==> src/rtl/vga_scan_out.sv <==
// Raster timing generator and pixel scan-out: issues hcount/vcount upstream and
// drives the returned pixel plus delayed sync/blanking to the VGA pins, cycle-aligned.
module vga_scan_out #(
   parameter int unsigned H_ADDR     = 800,
   parameter int unsigned H_FP       = 40,
   parameter int unsigned H_SYNC     = 128,
   parameter int unsigned H_BP       = 88,
   parameter int unsigned V_ADDR     = 600,
   parameter int unsigned V_FP       = 1,
   parameter int unsigned V_SYNC     = 4,
   parameter int unsigned V_BP       = 23,
   parameter int unsigned PIPE_DELAY = 4,
   parameter bit          BORDER     = 1'b0
) (
   input  logic        clk,
   input  logic        rst,
   output logic [10:0] hcount,
   output logic [10:0] vcount,
   output logic        frame_start,
   input  logic [11:0] pixel_in,
   output logic [3:0]  vga_r,
   output logic [3:0]  vga_g,
   output logic [3:0]  vga_b,
   output logic        vga_hs,
   output logic        vga_vs
);

   localparam int unsigned CW       = 11;
   localparam int unsigned H_TOTAL  = H_ADDR + H_FP + H_SYNC + H_BP;
   localparam int unsigned V_TOTAL  = V_ADDR + V_FP + V_SYNC + V_BP;
   localparam int unsigned HS_START = H_ADDR + H_FP;
   localparam int unsigned HS_END   = HS_START + H_SYNC - 1;
   localparam int unsigned VS_START = V_ADDR + V_FP;
   localparam int unsigned VS_END   = VS_START + V_SYNC - 1;

   typedef struct packed {
      logic active;
      logic hs;
      logic vs;
      logic brd;
   } tag_t;

   tag_t        tag_c;
   tag_t        dly [PIPE_DELAY];
   tag_t        tap;
   logic [11:0] colour_c;

   // Raster counters; vcount advances only on the hcount wrap.
   always_ff @(posedge clk or negedge rst) begin
      if (!rst) begin
         hcount <= '0;
         vcount <= '0;
      end else if (hcount == CW'(H_TOTAL - 1)) begin
         hcount <= '0;
         vcount <= (vcount == CW'(V_TOTAL - 1)) ? '0 : vcount + CW'(1);
      end else begin
         hcount <= hcount + CW'(1);
      end
   end

   always_comb begin
      tag_c        = '0;
      tag_c.active = (hcount < CW'(H_ADDR)) && (vcount < CW'(V_ADDR));
      tag_c.hs     = (hcount >= CW'(HS_START)) && (hcount <= CW'(HS_END));
      tag_c.vs     = (vcount >= CW'(VS_START)) && (vcount <= CW'(VS_END));
      tag_c.brd    = tag_c.active &&
                     ((hcount == '0) || (hcount == CW'(H_ADDR - 1)) ||
                      (vcount == '0) || (vcount == CW'(V_ADDR - 1)));
   end

   // Tag delay line; the last stage lines up with pixel_in.
   always_ff @(posedge clk or negedge rst) begin
      if (!rst) begin
         for (int i = 0; i < PIPE_DELAY; i++) dly[i] <= '0;
      end else begin
         dly[0] <= tag_c;
         for (int i = 1; i < PIPE_DELAY; i++) dly[i] <= dly[i-1];
      end
   end

   assign tap = dly[PIPE_DELAY-1];

   always_comb begin
      colour_c = 12'h000;
      if (tap.active) begin
         colour_c = (BORDER && tap.brd) ? 12'hFFF : pixel_in;
      end
   end

   always_ff @(posedge clk or negedge rst) begin
      if (!rst) begin
         vga_r  <= '0;
         vga_g  <= '0;
         vga_b  <= '0;
         vga_hs <= 1'b0;
         vga_vs <= 1'b0;
      end else begin
         vga_r  <= colour_c[11:8];
         vga_g  <= colour_c[7:4];
         vga_b  <= colour_c[3:0];
         vga_hs <= tap.hs;
         vga_vs <= tap.vs;
      end
   end

   // Held low during reset so the (0,0) counter state cannot pulse early.
   assign frame_start = rst && (hcount == '0) && (vcount == '0);

endmodule

==> config.mk <==
export PLATFORM = sky130hd
export DESIGN_NAME = vga_scan_out
export DESIGN_NICKNAME = d
export VERILOG_FILES = /design/src/rtl/vga_scan_out.sv
export SDC_FILE = /design/constraint.sdc
export NUM_CORES = 1
export LEC_CHECK = 0
export ABC_AREA = 0
export CAP_MARGIN = 40
export CORE_ASPECT_RATIO = 1.5
export CORE_MARGIN = 4
export CORE_UTILIZATION = 27
export DETAILED_ROUTE_END_ITERATION = 10
export MAX_ROUTING_LAYER = met4
export SKIP_LAST_GASP = 1
export SYNTH_ARGS = -nofsm -noshare
export SYNTH_HDL_FRONTEND = slang
export SYNTH_SLANG_ARGS = --single-unit
==> constraint.sdc <==
create_clock -name clk -period 2.7 [get_ports clk]
set_input_delay 0.54 -clock clk [delete_from_list [all_inputs] [get_ports clk]]
set_output_delay 0.54 -clock clk [all_outputs]
set_load 0.005 [all_outputs]
==> qor.txt <==
vias in the first global route -> 1511
filler instances -> 743
# setup viols final -> 0
drt drc -> 0
ranking of synthesized cells by area -> dfrtp_1 59%, and2_1 5.5%, xnor2_1 3.4%
routed vias/inst -> 4.503
count leader, synth -> dfrtp_1
Nets -> 246
Die Ht -> 114.7 um
maxcap violations -> 0
post-layout min period -> 2.593 ns
switching power -> 250.0 uW
Final Wtd Congestion -> 0.8551
routed wire length -> 4.523 mm
Yosys reg bits -> 48
# hold bufs at CTS -> 0
largest net degree at the start of global routing -> 49
YS warnings -> 0
hold path start -> dly[7]$_DFF_PN0_
global route overflow -> 0
r2r endpoint -> vcount[8]$_DFFE_PN0N_
startpoint types -> register
combinational share of power -> 0.046
clock sink count -> 48
Inserted Diodes -> 0
Mapped Cells -> 177
Clock Skew -> 0.005073 ns
Crit Path Class -> reg2out
TritonCTS clock tree -> yes
Post CTS Setup Buffer Count -> 0
row count -> 38
area share of the largest cell type after synthesis -> 0.5864
core footprint -> 7322 um^2
clock network power share -> 0.388
Syn-to-layout area delta -> 33.90%
Final Hold Vio Count -> 0
Final Cycle Share -> 0.9602
Seq/Total Area, Yosys -> 0.5864
post-route ant nets -> 0
H-tree lvl count -> 2
Root Driver -> clkbuf_8
fmax -> 0.3857 GHz
setup repair after global routing missed its margin -> false
R2R depth -> 5
Worst setup EP type -> output port
internal power -> 1.038 mW
Slew @ Worst Pin -> 0.5974 ns
PD cells -> 469.5 nW/um^2
io pins -> 51
Die Area -> 9072 um^2
Post-synth EDFFs -> 0
worst skew pair latency -> 0.29 ns
synthesized net count -> 196
wire per inst -> 13.79 um
Clock Path Buffers -> 2
first-pass GRT wire length -> 7.327 mm
Num CTS Buffers -> 5
initial antenna violation count -> 0
hpwl dp -> 3.235 mm
area leader, netlist -> dfrtp_1
outcome -> finished clean
die width -> 79.12 um
CP arrival -> 2.05 ns
Iteration-0 DRC Markers -> 58
Worst Setup SP -> hcount[5]$_DFF_PN0_
average cell area after synthesis -> 11.57 um^2
crit path capture -> frame_start
Mapped Area -> 2048 um^2
Worst VDD drop -> 0.2445 mV
layout cells sized above 1 -> 0.07018
DR vias -> 1477
Netlist cell types -> 39
Rel. slew slack -> 0.6018
sw frac -> 0.1941
worst min path class -> reg2reg
initial core utilization -> 0.2797
gr usage total -> 0.1056
Setup Total Neg Slack -> 0 ns
Main synth FF type -> dfrtp_1
Synth async-reset ratio -> 1.000
Post-synth top cells -> 48 x dfrtp_1, 18 x and2_1, 12 x nand3_1
R2R Path Start -> hcount[0]$_DFF_PN0_
Buffers on Ports -> 50
Reg2Reg Setup Slack -> 0.67 ns
Leak -> 1.103 nW
total power -> 1.288 mW
cts repair resizes -> 0
Worst EP required -> 2.16 ns
Clk pin slew, worst setup/hold paths -> 0.08 ns
drt pass-1 iters -> 4
CP Max Fanout -> 9
max-slew violation count -> 0
Sequential Power Share -> 0.566
-- cell type report --
cell class	count	area, um^2	share of cell area
clock buffer	6	72.57	0.02646
clock inverter	2	35.03	0.01277
inverter	6	22.52	0.008212
multi-input combinational	115	782.0	0.2851
sequential	48	1202	0.4384
tap	100	125.1	0.04562
timing repair buffer	51	503.0	0.1834
-- power by group through the flow --
stage                     Sequential, mW  Combinational [mW]  Clock, mW
after global placement             0.743              0.0600          0
after global routing               0.731              0.0654      0.551
after detailed placement           0.743              0.0602          0
final                              0.729              0.0587      0.500
after floorplan                    0.745             0.00607          0
after CTS                          0.729              0.0608      0.525
-- flip-flops by register name (all words and copies together), names as in the netlist --
register,flops
vga_vs,1
hcount,11
vga_b,4
vga_hs,1
vga_g,4
vga_r,4
dly,12
vcount,11
-- metal layers --
metal / share of wire / track usage / up-vias / wire length, um
met2: 0.46 / 0.1609 / 56 / 2079
met1: 0.45 / 0.1315 / 698 / 2042
met4: 0.019 / 0.04014 / 0 / 87
met5: 0 / - / - / 0
met3: 0.069 / 0.03228 / 7 / 314
li1: - / - / 716 / -
-- cell families after synthesis --
| group | Yosys count | share of synthesized area |
|---|---|---|
| buffers and inverters | 14 | 0.03421 |
| flip-flops | 48 | 0.5864 |
| AO/OA/AOI/OAI | 17 | 0.05498 |
| adder cells (fa/ha/maj) | 5 | 0.03054 |
| XOR/XNOR | 12 | 0.05131 |
| multiplexers | 3 | 0.01466 |
| AND/OR/NAND/NOR | 78 | 0.2279 |
-- per-stage QoR --
stage	std cells	hold WS [ns]	utilization	area, um^2	setup slack (ns)
finish	328	0.3510	0.3746	2743	0.1074
global route	328	0.3508	0.3746	2743	0.001587
CTS	328	0.3506	0.3737	2736	0.01959
detailed placement	320	0.3347	0.3590	2629	0.3762
global placement	320	0.3311	0.3590	2629	0.4141
floorplan	177	0.2444	-	2048	0.9805
-- worst max-delay path: stages (launching register included) --
cell	delay (ns)
dfrtp_1	0.50
nor4_4	0.41
nand2_1	0.11
nor3_2	0.20
clkdlybuf4s50_1	0.53
-- placed cells by master, fill, tap and decap left out, types with 2 or more instances in the layout --
| cell | instances |
|---|---|
| a21oi_1 | 5 |
| a311oi_1 | 2 |
| and2_1 | 18 |
| and3_1 | 2 |
| and4_1 | 3 |
| clkbuf_8 | 5 |
| clkdlybuf4s50_1 | 49 |
| dfrtp_1 | 47 |
| ha_1 | 5 |
| inv_1 | 6 |
| mux2i_1 | 3 |
| nand2_1 | 11 |
| nand3_1 | 12 |
| nand4_1 | 8 |
| nor2_1 | 11 |
| o21ai_1 | 3 |
| xnor2_1 | 8 |
| xor2_1 | 4 |
-- how the worst min path moves through the flow --
stage / to / slack (ns) / cells after the start
floorplan: dly[10]$_DFF_PN0_ / 0.24 / 0
global placement: dly[7]$_DFF_PN0_ / 0.33 / 0
detailed placement: dly[5]$_DFF_PN0_ / 0.33 / 0
CTS: dly[5]$_DFF_PN0_ / 0.35 / 0
global route: dly[5]$_DFF_PN0_ / 0.35 / 0
finish: dly[3]$_DFF_PN0_ / 0.35 / 0
Power figures use the tool's default switching activity.
